<file path="config.mk">
export PLATFORM = sky130hd
export DESIGN_NAME = uart_comm_slv_flat
export DESIGN_NICKNAME = d
export VERILOG_FILES = /design/src/rtl/dso_uart_pkg.sv /design/src/rtl/uart_comm_slv_if.sv /design/src/rtl/uart_byte_rx.sv /design/src/rtl/uart_comm_slv.sv /design/src/flat_wrapper.sv
export SDC_FILE = /design/constraint.sdc
export NUM_CORES = 1
export LEC_CHECK = 0
export BUFFER_PORTS_ARGS = -buffer_cell sky130_fd_sc_hd__buf_4
export CORE_MARGIN = 2
export CORE_UTILIZATION = 45
export CTS_BUF_LIST = sky130_fd_sc_hd__clkbuf_8
export DETAILED_ROUTE_END_ITERATION = 16
export GPL_TIMING_DRIVEN = 0
export MAX_ROUTING_LAYER = met4
export PLACE_DENSITY_LB_ADDON = 0.08
export SLEW_MARGIN = 10
export SYNTH_ARGS = -nofsm -noshare
export SYNTH_HDL_FRONTEND = slang
export SYNTH_SLANG_ARGS = --single-unit
</file>
<file path="constraint.sdc">
create_clock -name clk -period 2.7 [get_ports clk]
set_input_delay 0.135 -clock clk [delete_from_list [all_inputs] [get_ports clk]]
set_output_delay 0.135 -clock clk [all_outputs]
set_load 0.1 [all_outputs]
</file>
<file path="src/rtl/dso_uart_pkg.sv">
`default_nettype none
// ============================================================================
// Module   : dso_uart_pkg
// Brief    : Shared types and constants for the DSO host command link.
// Revision : 1.0 - initial release
// ============================================================================
package dso_uart_pkg;

    typedef enum logic [1:0] {
        RX_IDLE  = 2'd0,
        RX_START = 2'd1,
        RX_DATA  = 2'd2,
        RX_STOP  = 2'd3
    } rx_state_t;

    typedef enum logic {
        TX_IDLE = 1'b0,
        TX_XMIT = 1'b1
    } tx_state_t;

    // Baud counters count BAUD_DIV-1 down to 0, so clog2 bits are enough.
    function automatic int baud_cnt_w(input int baud_div);
        return $clog2(baud_div);
    endfunction

    localparam logic [7:0] DUMP_CH  = 8'h01;
    localparam logic [7:0] CFG_GAIN = 8'h02;
    localparam logic [7:0] TRIG_LVL = 8'h03;
    localparam logic [7:0] TRIG_POS = 8'h04;
    localparam logic [7:0] SET_DEC  = 8'h05;
    localparam logic [7:0] TRIG_CFG = 8'h06;
    localparam logic [7:0] TRIG_RD  = 8'h07;
    localparam logic [7:0] EEP_WR   = 8'h08;
    localparam logic [7:0] EEP_RD   = 8'h09;

    localparam logic [7:0] ACK      = 8'hA5;
    localparam logic [7:0] NAK      = 8'hEE;

endpackage
`default_nettype wire

</file>
<file path="src/rtl/uart_comm_slv_if.sv">
`default_nettype none
// ============================================================================
// Module   : uart_comm_slv_if
// Brief    : Dispatcher-side command/response bundle of the host UART link.
// Revision : 1.0 - initial release
// ============================================================================
interface uart_comm_slv_if;

    logic [23:0] cmd;
    logic        cmd_rdy;
    logic        clr_cmd_rdy;
    logic [7:0]  resp_data;
    logic        send_resp;
    logic        resp_sent;
    logic        tx_busy;

    modport slave (
        output cmd,
        output cmd_rdy,
        output resp_sent,
        output tx_busy,
        input  clr_cmd_rdy,
        input  resp_data,
        input  send_resp
    );

    modport master (
        input  cmd,
        input  cmd_rdy,
        input  resp_sent,
        input  tx_busy,
        output clr_cmd_rdy,
        output resp_data,
        output send_resp
    );

endinterface
`default_nettype wire

</file>
<file path="src/rtl/uart_byte_rx.sv">
`default_nettype none
// ============================================================================
// Module   : uart_byte_rx
// Brief    : 8N1 byte receiver: RX synchronizer, framing FSM, shift register.
// Revision : 1.0 - initial release
// ============================================================================
module uart_byte_rx
    import dso_uart_pkg::*;
#(
    parameter int BAUD_DIV = 2604
) (
    input  wire        clk,
    input  wire        rst_n,
    input  wire        i_rx,
    output logic [7:0] o_byte,
    output logic       o_byte_vld,
    output logic       o_frame_err,
    output logic       o_idle
);

    localparam int                 c_CNT_W = baud_cnt_w(BAUD_DIV);
    localparam logic [c_CNT_W-1:0] c_FULL  = c_CNT_W'(BAUD_DIV - 1);
    localparam logic [c_CNT_W-1:0] c_HALF  = c_CNT_W'(BAUD_DIV / 2 - 1);

    logic               r_rx_meta;
    logic               r_rx_sync;
    logic               r_rx_prev;
    rx_state_t          r_state,  w_state_nxt;
    logic [c_CNT_W-1:0] r_cnt,    w_cnt_nxt;
    logic [2:0]         r_bit,    w_bit_nxt;
    logic [7:0]         r_shift,  w_shift_nxt;
    logic               w_vld;
    logic               w_ferr;

    // r_rx_prev is only the edge-detect history, not a synchronizer stage.
    always_ff @(posedge clk or negedge rst_n) begin
        if (!rst_n) begin
            r_rx_meta <= 1'b1;
            r_rx_sync <= 1'b1;
            r_rx_prev <= 1'b1;
            r_state   <= RX_IDLE;
            r_cnt     <= '0;
            r_bit     <= 3'd0;
            r_shift   <= 8'h00;
        end else begin
            r_rx_meta <= i_rx;
            r_rx_sync <= r_rx_meta;
            r_rx_prev <= r_rx_sync;
            r_state   <= w_state_nxt;
            r_cnt     <= w_cnt_nxt;
            r_bit     <= w_bit_nxt;
            r_shift   <= w_shift_nxt;
        end
    end

    always_comb begin
        w_state_nxt = r_state;
        w_cnt_nxt   = r_cnt;
        w_bit_nxt   = r_bit;
        w_shift_nxt = r_shift;
        w_vld       = 1'b0;
        w_ferr      = 1'b0;
        case (r_state)
            RX_IDLE: begin
                if (r_rx_prev && !r_rx_sync) begin
                    w_state_nxt = RX_START;
                    w_cnt_nxt   = c_HALF;
                end
            end
            RX_START: begin
                if (r_cnt == '0) begin
                    if (r_rx_sync) begin
                        w_state_nxt = RX_IDLE;
                    end else begin
                        w_state_nxt = RX_DATA;
                        w_cnt_nxt   = c_FULL;
                        w_bit_nxt   = 3'd0;
                    end
                end else begin
                    w_cnt_nxt = r_cnt - 1'b1;
                end
            end
            RX_DATA: begin
                if (r_cnt == '0) begin
                    w_shift_nxt = {r_rx_sync, r_shift[7:1]};
                    w_cnt_nxt   = c_FULL;
                    w_bit_nxt   = r_bit + 3'd1;
                    if (r_bit == 3'd7) begin
                        w_state_nxt = RX_STOP;
                    end
                end else begin
                    w_cnt_nxt = r_cnt - 1'b1;
                end
            end
            RX_STOP: begin
                if (r_cnt == '0) begin
                    w_state_nxt = RX_IDLE;
                    w_vld       = r_rx_sync;
                    w_ferr      = !r_rx_sync;
                end else begin
                    w_cnt_nxt = r_cnt - 1'b1;
                end
            end
            default: begin
                w_state_nxt = RX_IDLE;
            end
        endcase
    end

    assign o_byte      = r_shift;
    assign o_byte_vld  = w_vld;
    assign o_frame_err = w_ferr;
    assign o_idle      = (r_state == RX_IDLE);

endmodule
`default_nettype wire

</file>
<file path="src/rtl/uart_comm_slv.sv">
`default_nettype none
// ============================================================================
// Module   : uart_comm_slv
// Brief    : DSO-side host link: 3-byte command assembly and response sender.
// Revision : 1.0 - initial release
// ============================================================================
module uart_comm_slv
    import dso_uart_pkg::*;
#(
    parameter int BAUD_DIV   = 2604,
    parameter int IB_TIMEOUT = 65535
) (
    input  wire            clk,
    input  wire            rst_n,
    input  wire            RX,
    output logic           TX,
    uart_comm_slv_if.slave bus
);

    localparam int                 c_CNT_W    = baud_cnt_w(BAUD_DIV);
    localparam logic [c_CNT_W-1:0] c_FULL     = c_CNT_W'(BAUD_DIV - 1);
    localparam int                 c_IB_W     = $clog2(IB_TIMEOUT + 1);
    localparam logic [c_IB_W-1:0]  c_IB_LAST  = c_IB_W'(IB_TIMEOUT - 1);

    logic [7:0]        w_rx_byte;
    logic              w_rx_vld;
    logic              w_rx_ferr;
    logic              w_rx_idle;

    logic [23:0]       r_cmd;
    logic              r_cmd_rdy;
    logic [1:0]        r_byte_cnt;
    logic [c_IB_W-1:0] r_ib_tmr;
    logic              w_ib_run;

    uart_byte_rx #(
        .BAUD_DIV (BAUD_DIV)
    ) u_byte_rx (
        .clk         (clk),
        .rst_n       (rst_n),
        .i_rx        (RX),
        .o_byte      (w_rx_byte),
        .o_byte_vld  (w_rx_vld),
        .o_frame_err (w_rx_ferr),
        .o_idle      (w_rx_idle)
    );

    // The gap timer only runs between bytes of a partially received command.
    assign w_ib_run = (r_byte_cnt != 2'd0) && w_rx_idle;

    always_ff @(posedge clk or negedge rst_n) begin
        if (!rst_n) begin
            r_cmd      <= 24'h000000;
            r_cmd_rdy  <= 1'b0;
            r_byte_cnt <= 2'd0;
            r_ib_tmr   <= '0;
        end else begin
            if (w_rx_ferr) begin
                r_byte_cnt <= 2'd0;
            end else if (w_rx_vld) begin
                case (r_byte_cnt)
                    2'd0: begin
                        r_cmd[23:16] <= w_rx_byte;
                        r_byte_cnt   <= 2'd1;
                    end
                    2'd1: begin
                        r_cmd[15:8]  <= w_rx_byte;
                        r_byte_cnt   <= 2'd2;
                    end
                    2'd2: begin
                        r_cmd[7:0]   <= w_rx_byte;
                        r_byte_cnt   <= 2'd0;
                    end
                    default: begin
                        r_byte_cnt   <= 2'd0;
                    end
                endcase
            end else if (w_ib_run && (r_ib_tmr == c_IB_LAST)) begin
                r_byte_cnt <= 2'd0;
            end

            if (w_ib_run && (r_ib_tmr != c_IB_LAST)) begin
                r_ib_tmr <= r_ib_tmr + 1'b1;
            end else begin
                r_ib_tmr <= '0;
            end

            // Completion beats a simultaneous acknowledge.
            if (w_rx_vld && (r_byte_cnt == 2'd2)) begin
                r_cmd_rdy <= 1'b1;
            end else if ((w_rx_vld && (r_byte_cnt == 2'd0)) || bus.clr_cmd_rdy) begin
                r_cmd_rdy <= 1'b0;
            end
        end
    end

    assign bus.cmd     = r_cmd;
    assign bus.cmd_rdy = r_cmd_rdy;

    tx_state_t          r_tx_state,  w_tx_state_nxt;
    logic [9:0]         r_tx_shift,  w_tx_shift_nxt;
    logic [c_CNT_W-1:0] r_tx_cnt,    w_tx_cnt_nxt;
    logic [3:0]         r_tx_bit,    w_tx_bit_nxt;
    logic               r_resp_sent, w_resp_sent_nxt;

    always_ff @(posedge clk or negedge rst_n) begin
        if (!rst_n) begin
            r_tx_state  <= TX_IDLE;
            r_tx_shift  <= '1;
            r_tx_cnt    <= '0;
            r_tx_bit    <= 4'd0;
            r_resp_sent <= 1'b0;
        end else begin
            r_tx_state  <= w_tx_state_nxt;
            r_tx_shift  <= w_tx_shift_nxt;
            r_tx_cnt    <= w_tx_cnt_nxt;
            r_tx_bit    <= w_tx_bit_nxt;
            r_resp_sent <= w_resp_sent_nxt;
        end
    end

    // Ones are shifted in behind the frame, so the line idles high on its own.
    always_comb begin
        w_tx_state_nxt  = r_tx_state;
        w_tx_shift_nxt  = r_tx_shift;
        w_tx_cnt_nxt    = r_tx_cnt;
        w_tx_bit_nxt    = r_tx_bit;
        w_resp_sent_nxt = r_resp_sent;
        case (r_tx_state)
            TX_IDLE: begin
                if (bus.send_resp) begin
                    w_tx_state_nxt  = TX_XMIT;
                    w_tx_shift_nxt  = {1'b1, bus.resp_data, 1'b0};
                    w_tx_cnt_nxt    = c_FULL;
                    w_tx_bit_nxt    = 4'd0;
                    w_resp_sent_nxt = 1'b0;
                end
            end
            TX_XMIT: begin
                if (r_tx_cnt == '0) begin
                    w_tx_shift_nxt = {1'b1, r_tx_shift[9:1]};
                    w_tx_cnt_nxt   = c_FULL;
                    w_tx_bit_nxt   = r_tx_bit + 4'd1;
                    if (r_tx_bit == 4'd9) begin
                        w_tx_state_nxt  = TX_IDLE;
                        w_resp_sent_nxt = 1'b1;
                    end
                end else begin
                    w_tx_cnt_nxt = r_tx_cnt - 1'b1;
                end
            end
            default: begin
                w_tx_state_nxt = TX_IDLE;
            end
        endcase
    end

    assign TX            = r_tx_shift[0];
    assign bus.tx_busy   = (r_tx_state == TX_XMIT);
    assign bus.resp_sent = r_resp_sent;

endmodule
`default_nettype wire
</file>
<file path="src/flat_wrapper.sv">
// flat-port wrapper written by rule: the top's interface ports become plain ports
module uart_comm_slv_flat import dso_uart_pkg::*;
#(
    parameter int BAUD_DIV   = 2604,
    parameter int IB_TIMEOUT = 65535
)
  (clk, rst_n, RX, TX, bus_cmd, bus_cmd_rdy, bus_resp_sent, bus_tx_busy, bus_clr_cmd_rdy, bus_resp_data, bus_send_resp);
  uart_comm_slv_if bus_i ();
  input  wire clk;
  input  wire rst_n;
  input  wire RX;
  output logic TX;
  output wire logic [$bits(bus_i.cmd)-1:0] bus_cmd;
  output wire logic [$bits(bus_i.cmd_rdy)-1:0] bus_cmd_rdy;
  output wire logic [$bits(bus_i.resp_sent)-1:0] bus_resp_sent;
  output wire logic [$bits(bus_i.tx_busy)-1:0] bus_tx_busy;
  input wire logic [$bits(bus_i.clr_cmd_rdy)-1:0] bus_clr_cmd_rdy;
  input wire logic [$bits(bus_i.resp_data)-1:0] bus_resp_data;
  input wire logic [$bits(bus_i.send_resp)-1:0] bus_send_resp;
  assign bus_cmd = bus_i.cmd;
  assign bus_cmd_rdy = bus_i.cmd_rdy;
  assign bus_resp_sent = bus_i.resp_sent;
  assign bus_tx_busy = bus_i.tx_busy;
  assign bus_i.clr_cmd_rdy = bus_clr_cmd_rdy;
  assign bus_i.resp_data = bus_resp_data;
  assign bus_i.send_resp = bus_send_resp;
  uart_comm_slv #(.BAUD_DIV(BAUD_DIV), .IB_TIMEOUT(IB_TIMEOUT)) u_core (.clk(clk), .rst_n(rst_n), .RX(RX), .TX(TX), .bus(bus_i));
endmodule
</file>
== After elaboration in Yosys (flattened, before gate mapping) ==
Index checks and enable logic that the tools add are counted.
Operators by class
  bitwise gates (word level): 2
  reduce and logical (&&, ||, !) cells: 25
  add/sub/neg operators: 5
  mux-type cells: 45
  equality and inequality tests: 20
Operators by type and width (count)
  two-way mux 12 bit: 7
  one-hot mux 12 bit (4 select lines): 1
  zero test 12 bit: 2
  one-hot mux 12 bit (2 select lines): 1
  subtractor 12 x 1 -> 12 bit (second input constant): 2
  two-way mux 10 bit: 2
  != test 2 bit (second input constant): 10
  one-hot mux 10 bit (2 select lines): 1
  two-way mux 2 bit: 9
  adder 16 x 1 -> 16 bit (second input constant): 1
  equality test 16 bit (second input constant): 1
  two-way mux 16 bit: 1
  != test 16 bit (second input constant): 1
  AND reduction 3 bit: 5
  two-way mux 1 bit: 12
  two-way mux 3 bit: 3
  two-way mux 4 bit: 2
  one-hot mux 2 bit (4 select lines): 1
  one-hot mux 4 bit (2 select lines): 1
  equality test 2 bit (second input constant): 3
  logical AND 1 bit: 6
  one-hot mux 3 bit (2 select lines): 1
  nonzero test 2 bit: 3
  AND reduction 5 bit: 1
  15 further kinds: 20
Storage, ports and cells
  word-level logic and storage cells: 115
  register bits: 99
  input port bits: 13
  output and inout port bits: 28

== Depth between registers and ports, before layout ==
  word-level depth: 7
  gate-level depth with buffers: 8
  gate-level depth less buffers: 7

== Cells and area by module ==
From an unflattened synthesis, not the netlist that was laid out.
Unflattened totals
  cells, all modules: 434
  area total of the unflattened synthesis: 4882.2 um2
By module, submodules not included
  uart_comm_slv: cells each 286, sequential area each 1762.9 um2, instances 1, area each 3241.9 um2
  uart_byte_rx: cells each 148, sequential area each 704.4 um2, instances 1, area each 1640.3 um2

== Worst setup path before layout ==
Ideal clock, no wire load.
  kind: reg2reg
  start: reg u_core.u_byte_rx.r_cnt[0]
  end: reg u_core.r_cmd[10], in the netlist u_core.bus.cmd[10]
  period minus slack after synthesis: 2.249 ns
  stages on the path, launching flop included: 8
  arrival: 2.121 ns
  slack: 0.451 ns
  library setup time: 0.128 ns
  cell sequence: dfrtp_1 > inv_1 > ha_1 > or4b_1 > nor4_4 > and4b_1 > buf_4 > mux2_1
Between the ends
  word-level cells in the longest chain between the ends: 5
  elaborated cells between the ends (all ways): 7
  classes of those cells: 4 x mux; 1 x bitwise; 2 x reduce/logical
RTL lines
  start, declared: RTL line uart_byte_rx.sv:29  | logic [c_CNT_W-1:0] r_cnt, w_cnt_nxt;
  start signal, assigned: RTL line uart_byte_rx.sv:50  | r_cnt <= w_cnt_nxt;
  zero test 12 bit (*): RTL line uart_byte_rx.sv:96  | if (r_cnt == '0) begin
  two-way mux 1 bit: RTL line uart_byte_rx.sv:96
  two-way mux 1 bit: RTL line uart_byte_rx.sv:63  | case (r_state)
  inverter 1 bit (no line)
  AND reduction 3 bit (no line) (*)
  end signal, assigned: RTL line uart_comm_slv.sv:67  | r_cmd[15:8] <= w_rx_byte;
  end, declared: RTL line uart_comm_slv.sv:30  | logic [23:0] r_cmd;
Mark *: on every way between the ends. The rest lies on a longest branch, timed or not.
A chain may end at the register's enable or synchronous reset.

== Worst setup path after layout ==
Same ends and word-level chain as after synthesis.

==> run summary <==
Clock sinks: 98
TritonCTS Buffers: 9
Internal Power: 2470 uW
Synthesized area: 0.00470 mm2
VDD IR max: 339 uV
P&R area growth vs syn: 14.5%
Vias per Instance: 5.47
Final Max Tran Viols: 0
DRT Pass-1 Iters: 6
Vias in the first global route: 3334
Max_slew headroom: 33.9%
Residual DRC count: 0
Post-Syn Instances: 431
Vias: 3427
Die area: 0.0113 mm2
Final period utilization: 95.5%
Yosys cell types: 59
# port buffers: 40
Status: finished, final reports clean
Delay-heaviest family, CP: simple AND/OR/NAND/NOR gates
Initial core utilization: 46.0%
Switch share: 36.1%
Final #Nets: 513
Worst EP arrival: 2.84 ns
Flop-to-flop setup slack: 0.12 ns
Cell count along the critical path: 7
Crit-path slowest cell: or4b_1
Worst Setup EP: u_core.bus.cmd[10]
# H-tree levels: 3
Synth Register Bits: 98
Async SR Flop Fraction: 100%
Final number of setup-violating endpoints: 0
Flop pwr share: 48.4%
Pwr Total: 3860 uW
Share of the synthesized area in the top cell type: 45.7%
Startpoint type of the worst setup path: register
Ys flop type: dfrtp_1
CP required: 2.96 ns
Hold Path Origin: bus_resp_data[5]
Synth top area cells: dfrtp_1 46%, dfstp_2 6.7%, ha_1 4.0%
R2r endpoint: u_core.bus.cmd[10]
Die extent in x: 106 um
Post-Syn Nets: 459
Final Hold Vio Count: 0
Setup TNS: 0 ns
Initial antenna violation count: 0
Final Wtd Congestion: 0.869
Combinational share of power: 29.0%
CP Capture Type: register
Max Cap Viol: 0
Unrepaired setup endpoints after global routing: false
Pwr Density: 717 mW/mm2
Switching pwr: 1390 uW
Buf/Inv on CP: 2
Critical-path cell list: inv_1 > ha_1 > or4b_1 > nor4_4 > and4b_1 > buf_4 > mux2_1
Cells on worst reg2reg path: 7
Max clock buf depth: 2
Hold WC Path Type: primary input to register
Die H: 106 um
Post-synth EDFFs: 0
Max Fclk: 0.388 GHz
Global-route usage over all layers: 18.1%
Critical path class: register to register
Worst r2r src: u_core.u_byte_rx.r_cnt[0]
Max incr delay on CP: 0.60 ns
Total gr overflow: 0
Sequential share of the synthesized area: 52.4%
Worst slew pin tran: 0.982 ns
Warning count from the yosys run: 0
Final WL: 9150 um
Detail Placement HPWL: 6270 um
Reg clk slew, reported paths: 0.10 ns
Root buffer cell: clkbuf_8
Wire per inst: 14.6 um
Clock power share: 22.7%
Synth area leader: dfrtp_1
Worst setup path start: u_core.u_byte_rx.r_cnt[0]
Clk_lat worst skew: 0.37 ns
Core Area: 0.0102 mm2
# IOs: 41
CTS tree: done
Average size of a mapped cell: 10.9 um2
Min Tclk post-route: 2.58 ns
Largest net degree at the start of global routing: 99
Crit Path Max Fanout: 9
Post-route ant nets: 0
Ant diodes: 0
Most frequent cell after synthesis: dfrtp_1
First-pass GRT wire length: 16100 um
Synth cell count leaders: 86 x dfrtp_1, 37 x nand2_1, 37 x nor2_1
Initial DRC count: 156
Clk_skew: 0.0132 ns
Core Rows: 37
Share of cells above drive strength 1: 21.2%
Leak pwr: 0.00258 uW
-- worst min path at each step --
| stage | end | slack, ns | depth (start not counted) |
|---|---|---|---|
| final | u_core.r_tx_shift[6] | 0.04 | 3 |
| after global routing | u_core.bus.cmd_rdy | 0.07 | 3 |
| after CTS | u_core.r_tx_shift[6] | 0.04 | 3 |
| after detailed placement | u_core.u_byte_rx.r_rx_meta | 0.24 | 1 |
| after global placement | u_core.u_byte_rx.r_rx_meta | 0.25 | 1 |
| after floorplan | async pin | -0.16 | 0 |
-- power groups by stage --
stage	registers [uW]	logic (uW)	clock network, uW
after global routing	1900	1270	973
after floorplan	1850	857	0
after global placement	1880	1100	0
final	1870	1120	875
after CTS	1870	1120	905
after detailed placement	1890	1120	0
-- layout make-up --
cell class / instances / area (um2)
well taps: 136 / 170
clock buffers: 9 / 124
fillers: 940 / 4840
flip-flops and latches: 98 / 2470
clock inverters: 7 / 53.8
inverters: 15 / 56.3
multi-input cells: 305 / 2100
plain buffers: 13 / 78.8
repair buffers: 43 / 334
-- worst reg2reg max path, stage by stage (launching register included) --
cell	delay, ns
dfrtp_1	0.44
inv_1	0.14
ha_1	0.18
or4b_1	0.60
nor4_4	0.32
and4b_1	0.25
buf_4	0.20
mux2_1	0.35
-- sequential cells by signal, indices dropped and copies added, names as in the netlist, 2 cells and up, named ones only --
name / count
u_core.r_byte_cnt: 2
u_core.u_byte_rx.r_bit: 3
u_core.r_ib_tmr: 16
u_core.r_tx_bit: 4
u_core.r_tx_shift: 9
u_core.u_byte_rx.o_byte: 8
u_core.u_byte_rx.r_cnt: 12
u_core.bus.cmd: 24
u_core.r_tx_cnt: 12
-- routing by layer --
metal  vias up  part of all wire (%)  GRT usage (%)
met5         -                     0              -
met4         0                   1.4           6.39
met3        16                   3.4           3.31
met2        57                    46           27.7
met1      1687                    49           24.5
li1       1667                     -              -
-- through the flow --
stage | util (%) | worst slack (ns) | instances | instance area, um2 | hold slack, ns
floorplan | - | 0.451 | 431 | 4700 | -0.161
finish | 52.6 | 0.123 | 626 | 5390 | 0.0441
CTS | 52.5 | 0.109 | 625 | 5370 | 0.0411
global route | 52.6 | 0.0138 | 626 | 5390 | 0.0661
global placement | 50.6 | 0.144 | 607 | 5170 | 0.245
detailed placement | 50.6 | 0.128 | 607 | 5170 | 0.245
-- layout by cell type, fill, tap and decap left out, types with 3 or more instances in the layout --
master | Yosys | routed
mux2_2 | 16 | 16
or3_1 | 3 | 3
clkbuf_8 | 0 | 9
xnor2_1 | 6 | 6
nand4_1 | 7 | 7
a21oi_1 | 17 | 17
nor2_1 | 37 | 37
mux2i_1 | 7 | 7
and3_1 | 4 | 4
a31oi_1 | 15 | 15
a21o_1 | 4 | 4
nor4_1 | 4 | 4
clkbuf_1 | 6 | 6
or4_4 | 3 | 3
o22a_1 | 3 | 3
dfstp_2 | 12 | 12
o21ai_0 | 26 | 26
buf_6 | 2 | 3
inv_1 | 15 | 16
nor3_1 | 12 | 12
buf_4 | 4 | 43
or2_2 | 3 | 3
ha_1 | 15 | 15
a41oi_1 | 4 | 4
nand3_1 | 13 | 13
xor2_1 | 11 | 11
dfrtp_1 | 86 | 86
nand2b_1 | 3 | 3
mux2_1 | 16 | 16
dlygate4sd3_1 | 0 | 3
nand2_1 | 37 | 37
-- kinds of logic after synthesis --
family                     share of synthesized area (%)
xor gates and xnor gates                            3.16
DFF                                                 52.4
AOI/OAI and AO/OA                                   12.0
buffers and inverters                               2.87
and+or+nand+nor                                     16.4
adders and majority gates                           3.99
muxes                                               9.15
-- what timing repair did --
item,4_1_cts,5_1_grt
buffers inserted,0,0
hold buffers,2,1
endpoints found under the hold margin,2,86
endpoints found under the setup margin,0,0
gates resized for setup,0,0
No activity file was read; power rests on OpenSTA's default activity.
